[src/rtl/accumulator_flags_16bit_pkg.sv]
// -----------------------------------------------------------------------------
// accumulator_flags_16bit_pkg
// Shared definitions for the 16-bit accumulator stage and its adder-subtractor:
//   - DATA_W           : datapath width
//   - op_e             : command opcodes (ADD, SUB, LOAD, CLEAR)
//   - SAT_MAX/SAT_MIN  : signed saturation limits
//   - flags_t          : bundle of the Z/N/C/V/U status flags
//   - sat_value()      : picks the clamp value from the sign of the true result
// -----------------------------------------------------------------------------
package accumulator_flags_16bit_pkg;

   localparam int DATA_W = 16;

   // Opcode encoding. Bit 0 doubles as the subtract select for the adder.
   typedef enum logic [1:0] {
      OP_ADD   = 2'b00,
      OP_SUB   = 2'b01,
      OP_LOAD  = 2'b10,
      OP_CLEAR = 2'b11
   } op_e;

   localparam logic [DATA_W-1:0] SAT_MAX = 16'h7FFF;
   localparam logic [DATA_W-1:0] SAT_MIN = 16'h8000;

   // Status flags latched alongside each result.
   typedef struct packed {
      logic zero;
      logic negative;
      logic carry;
      logic v;
      logic u;
   } flags_t;

   // On signed overflow the true (infinite precision) result always carries
   // the sign of the accumulator operand, so that sign selects the clamp.
   function automatic logic [DATA_W-1:0] sat_value(input logic acc_sign);
      return acc_sign ? SAT_MIN : SAT_MAX;
   endfunction

endpackage

[src/rtl/accumulator_flags_16bit_adder.sv]
// -----------------------------------------------------------------------------
// AdderSubtractor16BitOverflow
// Combinational 16-bit adder-subtractor with carry and overflow reporting.
// Ports:
//   a, b              : operands
//   sub               : 0 = a + b, 1 = a - b
//   result            : a +/- b modulo 2^16
//   carry_out         : raw carry out of the adder (for SUB, 1 means no borrow)
//   signed_overflow   : two's complement overflow
//   unsigned_overflow : carry for ADD, borrow for SUB
//   zero, negative    : flags of the raw result
// -----------------------------------------------------------------------------
module AdderSubtractor16BitOverflow
   import accumulator_flags_16bit_pkg::*;
(
   input  logic [DATA_W-1:0] a,
   input  logic [DATA_W-1:0] b,
   input  logic              sub,
   output logic [DATA_W-1:0] result,
   output logic              carry_out,
   output logic              signed_overflow,
   output logic              unsigned_overflow,
   output logic              zero,
   output logic              negative
);

   logic [DATA_W-1:0] b_eff;
   logic [DATA_W:0]   sum_wide;

   // Subtraction is done as a + ~b + 1, so the carry-in equals sub.
   assign b_eff    = sub ? ~b : b;
   assign sum_wide = {1'b0, a} + {1'b0, b_eff} + {{DATA_W{1'b0}}, sub};

   // Overflow happens when both effective operands share a sign that the
   // sum does not; unsigned overflow is carry for ADD and borrow for SUB.
   assign result            = sum_wide[DATA_W-1:0];
   assign carry_out         = sum_wide[DATA_W];
   assign signed_overflow   = (a[DATA_W-1] == b_eff[DATA_W-1]) &&
                              (sum_wide[DATA_W-1] != a[DATA_W-1]);
   assign unsigned_overflow = sub ? ~sum_wide[DATA_W] : sum_wide[DATA_W];
   assign zero              = (sum_wide[DATA_W-1:0] == '0);
   assign negative          = sum_wide[DATA_W-1];

endmodule

[src/rtl/accumulator_flags_16bit.sv]
// -----------------------------------------------------------------------------
// accumulator_flags_16bit
// Registered accumulator stage. Accepts ADD/SUB/LOAD/CLEAR commands over a
// valid/ready handshake, computes against the current accumulator, and holds
// the result plus Z/N/C/V/U flags in a single-entry output register.
// Parameters:
//   SATURATE      : 1 = clamp to 7FFF/8000 on signed overflow, 0 = wrap
// Ports:
//   clk, rst_n    : clock, asynchronous active-low reset
//   in_valid/in_ready, in_op, in_data : command handshake and payload
//   clr_sticky    : clears sticky_v/sticky_u (an accept that sets them wins)
//   out_valid/out_ready : result handshake
//   acc           : accumulator / result register
//   zero_flag, negative_flag, carry_flag, v_flag, u_flag : last result flags
//   sticky_v, sticky_u : accumulated overflow history
// -----------------------------------------------------------------------------
module accumulator_flags_16bit
   import accumulator_flags_16bit_pkg::*;
#(
   parameter bit SATURATE = 1'b0
)
(
   input  logic              clk,
   input  logic              rst_n,
   input  logic              in_valid,
   output logic              in_ready,
   input  logic [1:0]        in_op,
   input  logic [DATA_W-1:0] in_data,
   input  logic              clr_sticky,
   output logic              out_valid,
   input  logic              out_ready,
   output logic [DATA_W-1:0] acc,
   output logic              zero_flag,
   output logic              negative_flag,
   output logic              carry_flag,
   output logic              v_flag,
   output logic              u_flag,
   output logic              sticky_v,
   output logic              sticky_u
);

   logic              accept;
   logic [DATA_W-1:0] add_result;
   logic              add_carry;
   logic              add_v;
   logic              add_u;
   logic              add_zero;
   logic              add_negative;
   logic              unused_add_flags;

   logic [DATA_W-1:0] raw_result;
   logic [DATA_W-1:0] next_result;
   flags_t            next_flags;

   // Single-entry buffer: a new command can enter whenever the slot is empty
   // or is being drained in this same cycle.
   assign in_ready = !out_valid || out_ready;
   assign accept   = in_valid && in_ready;

   AdderSubtractor16BitOverflow u_addsub (
      .a                 (acc),
      .b                 (in_data),
      .sub               (in_op[0]),
      .result            (add_result),
      .carry_out         (add_carry),
      .signed_overflow   (add_v),
      .unsigned_overflow (add_u),
      .zero              (add_zero),
      .negative          (add_negative)
   );

   // Zero/negative from the adder describe the pre-saturation value, so they
   // are recomputed below from the value actually stored.
   assign unused_add_flags = add_zero ^ add_negative;

   // Opcode mux followed by the saturation mux. Only ADD/SUB can overflow,
   // so LOAD/CLEAR leave carry/v/u at zero. Z and N always describe the
   // value that will actually land in the accumulator.
   always_comb begin
      raw_result          = '0;
      next_flags          = '0;
      case (op_e'(in_op))
         OP_ADD, OP_SUB: begin
            raw_result       = add_result;
            next_flags.carry = add_carry;
            next_flags.v     = add_v;
            next_flags.u     = add_u;
         end
         OP_LOAD: begin
            raw_result = in_data;
         end
         OP_CLEAR: begin
            raw_result = '0;
         end
      endcase

      next_result = raw_result;
      if (SATURATE && next_flags.v) begin
         next_result = sat_value(acc[DATA_W-1]);
      end

      next_flags.zero     = (next_result == '0);
      next_flags.negative = next_result[DATA_W-1];
   end

   // Result and flag register. Only an accepted command changes it, so the
   // contents stay frozen while the consumer applies backpressure.
   always_ff @(posedge clk or negedge rst_n) begin
      if (!rst_n) begin
         acc           <= '0;
         zero_flag     <= 1'b1;
         negative_flag <= 1'b0;
         carry_flag    <= 1'b0;
         v_flag        <= 1'b0;
         u_flag        <= 1'b0;
      end else if (accept) begin
         acc           <= next_result;
         zero_flag     <= next_flags.zero;
         negative_flag <= next_flags.negative;
         carry_flag    <= next_flags.carry;
         v_flag        <= next_flags.v;
         u_flag        <= next_flags.u;
      end
   end

   // Output valid: set by any accept (including one that coincides with a
   // drain), cleared when the consumer drains without a replacement.
   always_ff @(posedge clk or negedge rst_n) begin
      if (!rst_n) begin
         out_valid <= 1'b0;
      end else if (accept) begin
         out_valid <= 1'b1;
      end else if (out_ready) begin
         out_valid <= 1'b0;
      end
   end

   // Sticky overflow history. A set from an accepted overflow takes priority
   // over a simultaneous clear so that no overflow event is ever lost.
   always_ff @(posedge clk or negedge rst_n) begin
      if (!rst_n) begin
         sticky_v <= 1'b0;
         sticky_u <= 1'b0;
      end else begin
         if (accept && next_flags.v) begin
            sticky_v <= 1'b1;
         end else if (clr_sticky) begin
            sticky_v <= 1'b0;
         end
         if (accept && next_flags.u) begin
            sticky_u <= 1'b1;
         end else if (clr_sticky) begin
            sticky_u <= 1'b0;
         end
      end
   end

endmodule

[config.mk]
export PLATFORM = sky130hd
export DESIGN_NAME = accumulator_flags_16bit
export DESIGN_NICKNAME = d
export VERILOG_FILES = /design/src/rtl/accumulator_flags_16bit_pkg.sv /design/src/rtl/accumulator_flags_16bit_adder.sv /design/src/rtl/accumulator_flags_16bit.sv
export SDC_FILE = /design/constraint.sdc
export NUM_CORES = 1
export LEC_CHECK = 0
export CAP_MARGIN = 15
export CORE_MARGIN = 4
export CORE_UTILIZATION = 39
export DETAILED_ROUTE_END_ITERATION = 7
export SYNTH_ARGS = -nofsm -noshare
export SYNTH_HDL_FRONTEND = slang
export SYNTH_SLANG_ARGS = --single-unit
[constraint.sdc]
create_clock -name clk -period 3 [get_ports clk]
set_input_delay 0.3 -clock clk [delete_from_list [all_inputs] [get_ports clk]]
set_output_delay 0.3 -clock clk [all_outputs]
set_load 0.01 [all_outputs]
Word level (Yosys, flattened, before mapping)
Index checks and enable logic that the tools add are counted.
{ "classes": {"addsub": 2, "n_eq_ne": 5, "muxes": 9, "n_bitwise": 2, "n_reduce_logical": 12} }
{ "op_table": {"columns": ["cell", "n"], "rows": [
  ["$pmux 16 s3", 1],
  ["$add 16x16->17", 1],
  ["$add 17x1->17", 1],
  ["$logic_not 16->1", 1],
  ["$mux 16", 1],
  ["$not 16->16", 1],
  ["$mux 1", 6],
  ["$reduce_bool 2->1", 3],
  ["$eq 2x2->1 const B", 2],
  ["$logic_and 1x1->1", 4],
  ["$mux 3", 1],
  ["$eq 2x1->1 const B", 1],
  ["$logic_not 2->1", 1],
  ["$reduce_or 2->1", 1],
  ["$eq 1x1->1", 1],
  ["$logic_not 1->1", 1],
  ["$logic_or 1x1->1", 1],
  ["$ne 1x1->1", 1],
  ["$not 1->1", 1]
]} }
{ "word_totals": {"ff_bits": 24, "output_inout_bits": 25, "wordCells": 39} }

Logic depth before layout (Yosys ltp)
Gate-level depths: netlist of the first run.
{ "depth": {"ltp_word": 9, "mapped_depth": 12, "mapped_depth_nobuf": 10} }

Cells and area by module
From an unflattened synthesis of the first run, not the netlist that was laid out.
{ "unflattened": {"hier_cells": 239, "hier_area_um2": 2097.0} }
{ "modules_own_cells": {"columns": ["mod", "n_inst", "cells_per_inst", "area_each_um2", "seq_area_each_um2"], "rows": [
  ["accumulator_flags_16bit", 1, 105, 1061.0, 576.8],
  ["AdderSubtractor16BitOverflow", 1, 134, 1036.0, 0.0]
]} }

Least setup slack after synthesis of the first run
No wires, ideal clock.
{ "synth_path": {"path_kind": "input-to-reg", "startpoint": "input in_op[0]", "endpoint": "register zero_flag", "arrival_ns": 3.034, "t_required_ns": 2.928, "path_slack_ns": -0.106, "path_stages": 12, "path_buffers": 2, "path_cell_list": "buf_2 > buf_1 > xor2_1 > ha_1 > and2_1 > o211a_1 > a2111oi_4 > o21ai_2 > a221oi_2 > mux2i_1 > nand4b_1 > o21ai_1"} }
{ "synth_via": {"elab_chain_len": 5, "word_cells_on_any_way": 10, "classes_between": "add/sub (2); eq/ne (3); mux (2); reduce/logical (3)"} }
{ "synth_lines": {"columns": ["element", "line", "text"], "rows": [
  ["start: declaration", "accumulator_flags_16bit.sv:27", "input logic [1:0] in_op,"],
  ["$mux 16", "accumulator_flags_16bit_adder.sv:31", "assign b_eff = sub ? ~b : b;"],
  ["$add 16x16->17", "accumulator_flags_16bit_adder.sv:32", "assign sum_wide = {1'b0, a} + {1'b0, b_eff} + {{DATA_W{1'b0}}, sub};"],
  ["$add 17x1->17", "accumulator_flags_16bit_adder.sv:32", null],
  ["$pmux 16 s3 *", "accumulator_flags_16bit.sv:82", "case (op_e'(in_op))"],
  ["$logic_not 16->1 *", "accumulator_flags_16bit.sv:102", "next_flags.zero = (next_result == '0);"],
  ["end signal: assignment", "accumulator_flags_16bit.sv:118", "zero_flag <= next_flags.zero;"],
  ["end: declaration", "accumulator_flags_16bit.sv:33", "output logic zero_flag,"]
]} }
Mark *: on every way between the ends. The rest lies on a longest branch, timed or not.
A chain may end at the register's enable or synchronous reset.

Worst setup path in the final report of the first run
{ "layout_path": {"startpoint": "input in_data[3]", "endpoint": "register zero_flag"} }
{ "layout_via": {"elab_chain_len": 6} }
{ "layout_lines": {"columns": ["element", "line", "text"], "rows": [
  ["start: declaration", "accumulator_flags_16bit.sv:28", "input logic [DATA_W-1:0] in_data,"],
  ["$not 16->16", "accumulator_flags_16bit_adder.sv:31", null],
  ["$mux 16", "accumulator_flags_16bit_adder.sv:31", null],
  ["$add 16x16->17", "accumulator_flags_16bit_adder.sv:32", null],
  ["$add 17x1->17", "accumulator_flags_16bit_adder.sv:32", null],
  ["$pmux 16 s3 *", "accumulator_flags_16bit.sv:82", null],
  ["$logic_not 16->1 *", "accumulator_flags_16bit.sv:102", null]
]} }
Marks and branches as above.

==> metrics.cfg, run 1 <==
[worst_setup_path]
crit_slowest_cell = clkdlybuf4s50_1
crit_type = primary input to flop
critPathArrivalTime_ps = 3060
end_kind = flop
crit_path_cell_trace = clkdlybuf4s50_1, xor2_1, ha_1, o21a_1, o2111a_2, a2111oi_4, o21ai_2, a221oi_2, mux2i_1, nand4b_1, o21ai_1
crit_path_max_fanout = 3
worstSetupStartpointType = primary input
slowest_delay_ps = 440
required_ps = 3210

[timing]
finalWorstSetupSlack_ps = 150
tightest_slew_ps = 410
timing.hold.ws_ps = 385
final_hold_viol_count = 0
fin_crit_ps = 2850
setup_viol = 0
slew_headroom_pct = 72.4
fmax_ghz = 0.351
fin_skew_ps = 1.53
tns_ps = 0
drv_slew = 0
period_share_pct = 95.0

[pwr]
total_power_mw = 2.43
internal_power_mw = 1.44
power_switching_uw = 991
pwr-share-clk_pct = 8.7
p_leak_nw = 1.43
power_density_nw_per_um2 = 778
switching_share_pct = 40.8
p_comb_share_pct = 71.0
ir_drop_uv = 347
pwr-share-seq_pct = 20.3

[clocking]
cts_buffer_depth = 2
clk_pin_slew_ps = 100
cts_buffers = 3
cts_tree = done
postCtsHoldBufs = 0
htree_num_levels = 1
clockRootBuffer = clkbuf_8
clock_sinks = 23
clkLatencyLatePin_ps = 270

[status]
status = complete, no violations

[final_layout]
regArea_um2 = 577
nets = 388
post-route-util_pct = 60.3
area_delta_synth_final_pct = 47.4
final_cell_mix = 55 x buf_4, 46 x clkdlybuf4s50_1, 35 x nand2_1, 22 x dfrtp_1, 21 x xor2_1
final_common_cell = buf_4
drive_above_1_share_pct = 22.0
fin_cells = 415
final_area_um2 = 3120
n_antenna_cell = 0
fill_cells = 451
multi_input_area_um2 = 1480

[global_routing]
grt_use_total_pct = 19.4
grt_pass1_vias = 2125
gr-total-overflow = 0
grt_first_pass_wirelength_um = 9980
antenna_found_initial = 0
grt_max_degree = 24

[route]
drt-initial-drc-count = 122
wire_per_inst_um = 14.9
dr_total_vias = 2144
wirelength_um = 6180
route.detailed.drc = 0
final_antenna_net_count = 0
vias_per_cell = 5.17
dr.pass1.iters = 4

[hold_path]
hold_path_class = primary input to asynchronous set/reset pin

[run]
maxCapViolations = 0

[floorplan]
die_w_um = 81.7
initial_core_util_pct = 40.9
rows = 26
coreArea_um2 = 5170
die-area_um2 = 6670
die_h_um = 81.7
ios = 48

[logic_synthesis]
synth-edff-count = 0
ys.warnings.count = 0
synthCells = 249
synth_area_um2 = 2120
synthDistinctLibCells = 53
synth_seq_cells = 23
synth-async-reset-ratio_pct = 100
ys_seq_area_share_pct = 27.3
avgSynthCellArea_um2 = 8.50
syn_nets = 291
synth_flop_cell = dfrtp_1

[placement]
dp_hpwl_um = 4820
numPortBuffers = 47
placedCellCount = 404
place_ws_ps = -327
placed_area_um2 = 3000
gp_congestion = 0.892

[critical path, delay by kind of cell]
kind | cells | cell delay [ps]
and+or+nand+nor | 1 | 120
xor gates and xnor gates | 1 | 170
AOI/OAI and AO/OA | 6 | 1430
adders and majority gates | 1 | 310
buffers and inverters | 1 | 440
muxes | 1 | 280
[sequential cells by signal, indices dropped and copies added (netlist names)]
register	count
u_flag	1
sticky_u	1
out_valid	1
carry_flag	1
sticky_v	1
zero_flag	1
v_flag	1
acc	16
[worst paths after layout]
kind	depth (start not counted)	slack, ps	endpoint	start
worst min-delay path	2	380	acc[9]	rst_n
max in group asynchronous	2	2330	zero_flag	rst_n
worst max-delay path	11	150	zero_flag	in_data[3]
min in group clk	2	470	zero_flag	zero_flag
worst min register to register	2	470	zero_flag	zero_flag
worst max register to register	10	340	u_flag	acc[0]
[routing by layer]
metal | share of wire, % | vias to the layer above | global-route usage, % | wire (um)
met3 | 3.8 | 4 | 3.95 | 236
met5 | 0 | - | 0 | 0
met4 | 0.60 | 0 | 2.49 | 37
met1 | 48 | 1000 | 26.6 | 2980
met2 | 47 | 41 | 32.5 | 2930
li1 | - | 1099 | - | -
[final cells by class]
| cell class | count | area share, % |
|---|---|---|
| clock buffer | 3 | 1.32 |
| clock inverter | 1 | 0.241 |
| inverter | 9 | 1.08 |
| multi-input combinational | 206 | 47.4 |
| sequential | 23 | 18.5 |
| tap | 70 | 2.81 |
| timing repair buffer | 103 | 28.6 |
[power by group through the flow]
stage                     clock network (mW)  logic (mW)  registers [mW]
final                                  0.211        1.72           0.493
after global routing                   0.232        1.89           0.508
after CTS                              0.219        1.68           0.495
after detailed placement                   0        1.63           0.500
after global placement                     0        1.62           0.496
after floorplan                            0       0.854           0.534
[cell usage after synthesis, types with 2 or more instances]
| library cell | number | share of area [%] |
|---|---|---|
| a211oi_1 | 3 | 1.1 |
| a21o_1 | 7 | 2.5 |
| a21oi_1 | 12 | 2.8 |
| a31oi_1 | 7 | 2.1 |
| and2_1 | 3 | 0.89 |
| and3_1 | 2 | 0.59 |
| and4_1 | 2 | 0.83 |
| buf_1 | 2 | 0.35 |
| clkbuf_1 | 7 | 1.2 |
| dfrtp_1 | 22 | 26 |
| ha_1 | 18 | 11 |
| inv_1 | 9 | 1.6 |
| mux2_2 | 2 | 1.1 |
| mux2i_1 | 2 | 0.95 |
| nand2_1 | 35 | 6.2 |
| nand2b_1 | 3 | 0.89 |
| nand3_1 | 6 | 1.4 |
| nand4_1 | 2 | 0.59 |
| nor2_1 | 13 | 2.3 |
| nor2b_1 | 3 | 0.89 |
| nor3_1 | 4 | 0.95 |
| nor4_1 | 2 | 0.59 |
| o2111a_1 | 2 | 1.1 |
| o2111ai_1 | 2 | 0.83 |
| o211ai_1 | 3 | 1.1 |
| o21a_1 | 4 | 1.4 |
| o21ai_0 | 14 | 3.3 |
| o21bai_1 | 3 | 1.1 |
| o22ai_1 | 2 | 0.59 |
| o31ai_1 | 3 | 1.1 |
| o32ai_1 | 2 | 0.83 |
| or2_2 | 3 | 0.89 |
| xnor2_1 | 5 | 2.1 |
| xor2_1 | 21 | 8.7 |
[cell families (layout without fill, tap and decap cells)]
| family | after synthesis | in the layout | share of synthesized area [%] |
|---|---|---|---|
| and+or+nand+nor | 81 | 81 | 18.2 |
| DFF | 23 | 23 | 27.3 |
| AOI/OAI and AO/OA | 75 | 75 | 25.7 |
| buffers and inverters | 20 | 116 | 3.78 |
| xor gates and xnor gates | 26 | 26 | 10.8 |
| adders and majority gates | 19 | 19 | 11.6 |
| muxes | 5 | 5 | 2.72 |
[what timing repair did]
| item | 4_1_cts | 5_1_grt |
|---|---|---|
| gates resized for setup | 2 | 5 |
| setup endpoints to repair | 1 | 3 |
| pin swaps | 8 | 8 |
| setup buffers | 5 | 2 |
Note: power is estimated with default switching activity, not from simulation.
==> run 2, diff against run 1 <==
- clock period: 3 -> 3.6 ns (I/O delays scaled with it)
==> run 2 against run 1 <==
Against the previous run:
- combinational power fell by 35%
- non-clock buffer count decreased by 46
- global-route usage decreased by 1.7 points
- first-iteration DRC count decreased by 34%
- worst hold slack better by 67 ps
- via count decreased by 8.3%
- register-to-register slack better by 420 ps
- die area unchanged
- clock power fell by 21%
- clock-buffer cell count is the same
- core utilization down 7.2 points
- routed wire length down 7.9%
==> metrics.cfg, run 2 (same netlist as run 1, synthesis figures left out) <==
[status]
status = complete, no violations

[floorplan]
die_h_um = 81.7  ; unchanged
ios = 48  ; unchanged
die_w_um = 81.7  ; unchanged
rows = 26  ; unchanged
die-area_um2 = 6670  ; unchanged
initial_core_util_pct = 40.9  ; unchanged
coreArea_um2 = 5170  ; unchanged

[timing]
setup_viol = 0  ; unchanged
tns_ps = 0  ; unchanged
slew_headroom_pct = 55.0  ; -17 points
fin_skew_ps = 5.88  ; +4.35 ps
period_share_pct = 91.6
rsz0062_at_grt = no
fin_crit_ps = 3300
drv_slew = 0  ; unchanged
final_hold_viol_count = 0  ; unchanged
fmax_ghz = 0.303
tightest_slew_ps = 674  ; +264 ps

[worst_setup_path]
critPathArrivalTime_ps = 3500  ; +440 ps
end_kind = flop
crit_path_max_fanout = 7  ; +4
required_ps = 3800  ; +590 ps
crit_type = primary input to flop
worstSetupStartpointType = primary input

[global_routing]
grt_first_pass_wirelength_um = 9250  ; -7.4%
gr-total-overflow = 0  ; unchanged
antenna_found_initial = 0  ; unchanged
grt_pass1_vias = 1936  ; -8.9%
grt_max_degree = 24  ; unchanged
grt_use_total_pct = 17.7  ; -1.7 points

[final_layout]
fill_cells = 485  ; +7.5%
top_register = acc
drive_above_1_share_pct = 8.36  ; -14 points
area_delta_synth_final_pct = 29.9
largest_reg_flops = 16  ; unchanged
final_cell_mix = 47 x clkdlybuf4s50_1, 35 x nand2_1, 22 x dfrtp_1, 21 x xor2_1, 18 x ha_1
n_antenna_cell = 0  ; unchanged
final_common_cell = clkdlybuf4s50_1
nets = 342  ; -12%

[clocking]
cts-resized-gates = 0  ; -2
clock_sinks = 23  ; unchanged
postCtsSetupBuffers = 0  ; -5
clk_pin_slew_ps = 90  ; about the same
clockRootBuffer = clkbuf_8
htree_num_levels = 1  ; unchanged
cts_buffer_depth = 2  ; unchanged
cts_buffers = 3  ; unchanged
clkLatencyLatePin_ps = 270  ; about the same
postCtsHoldBufs = 0  ; unchanged
cts_tree = done

[route]
wirelength_um = 5690  ; -7.9%
drt-initial-drc-count = 81  ; -34%
dr.pass1.iters = 4  ; unchanged
route.detailed.drc = 0  ; unchanged
wire_per_inst_um = 15.4  ; +3.6%
vias_per_cell = 5.33  ; +3.1%
final_antenna_net_count = 0  ; unchanged
dr_total_vias = 1966  ; -8.3%

[placement]
dp_hpwl_um = 4480  ; -7.1%
numPortBuffers = 47  ; unchanged
gp_congestion = 0.813  ; -8.8%

[run]
maxCapViolations = 0  ; unchanged

[pwr]
total_power_mw = 1.70  ; -30%
ir_drop_uv = 202  ; -42%
p_leak_nw = 1.21  ; -16%
power_density_nw_per_um2 = 620  ; -20%

[hold_path]
hold_path_class = primary input to asynchronous set/reset pin

run 2: path summary, 6_finish.rpt:
kind                       startpoint        end  slack (ps)  cells after the start
min in group clk            zero_flag  zero_flag         480                      2
setup / recovery             in_op[0]  zero_flag         300                     12
hold reg to reg             zero_flag  zero_flag         480                      2
hold / removal                  rst_n     acc[8]         450                      2
max in group asynchronous       rst_n  zero_flag        2860                      2
setup reg to reg               acc[0]  zero_flag         760                     10
run 2: final cells by class:
class                      instances  area, um2  area share, %
sequential                        23        577           21.0
tap                               70       87.6           3.19
inverter                           9       33.8           1.23
clock buffer                       3       41.3           1.50
multi-input combinational        206       1460           53.1
clock inverter                     1       5.00          0.182
timing repair buffer              57        546           19.8
run 2: through the flow:
step,setup slack [ps],util [%],cell area [um2],hold slack (ps),instances
final,301,53.1,2750,451,369
after global routing,89.4,53.1,2750,471,369
after CTS,278,53.1,2750,457,369
after detailed placement,14.4,52.2,2700,479,365
after global placement,99.2,52.2,2700,467,365
after floorplan,434,-,2120,64.4,249
run 2: critical path, cell delays in order:
cell and delay [ps]:
clkdlybuf4s50_1 660, buf_4 240, xor2_1 210, ha_1 290
and2_1 180, o211a_1 170, a2111oi_4 370, o21ai_2 120
a221oi_2 330, mux2i_1 280, nand4b_1 120, o21ai_1 150
run 2: power breakdown:
part	internal, mW	switching, mW
Clock	0.0773	0.0895
Sequential	0.338	0.0755
Combinational	0.540	0.584
run 2: metal layers:
layer  vias up  wire, um  track usage [%]
met5         -         0                0
met4         0        57             4.32
met3         4       170             1.54
met2        37      2600             28.4
met1       919      2860             25.7
li1       1006         -                -
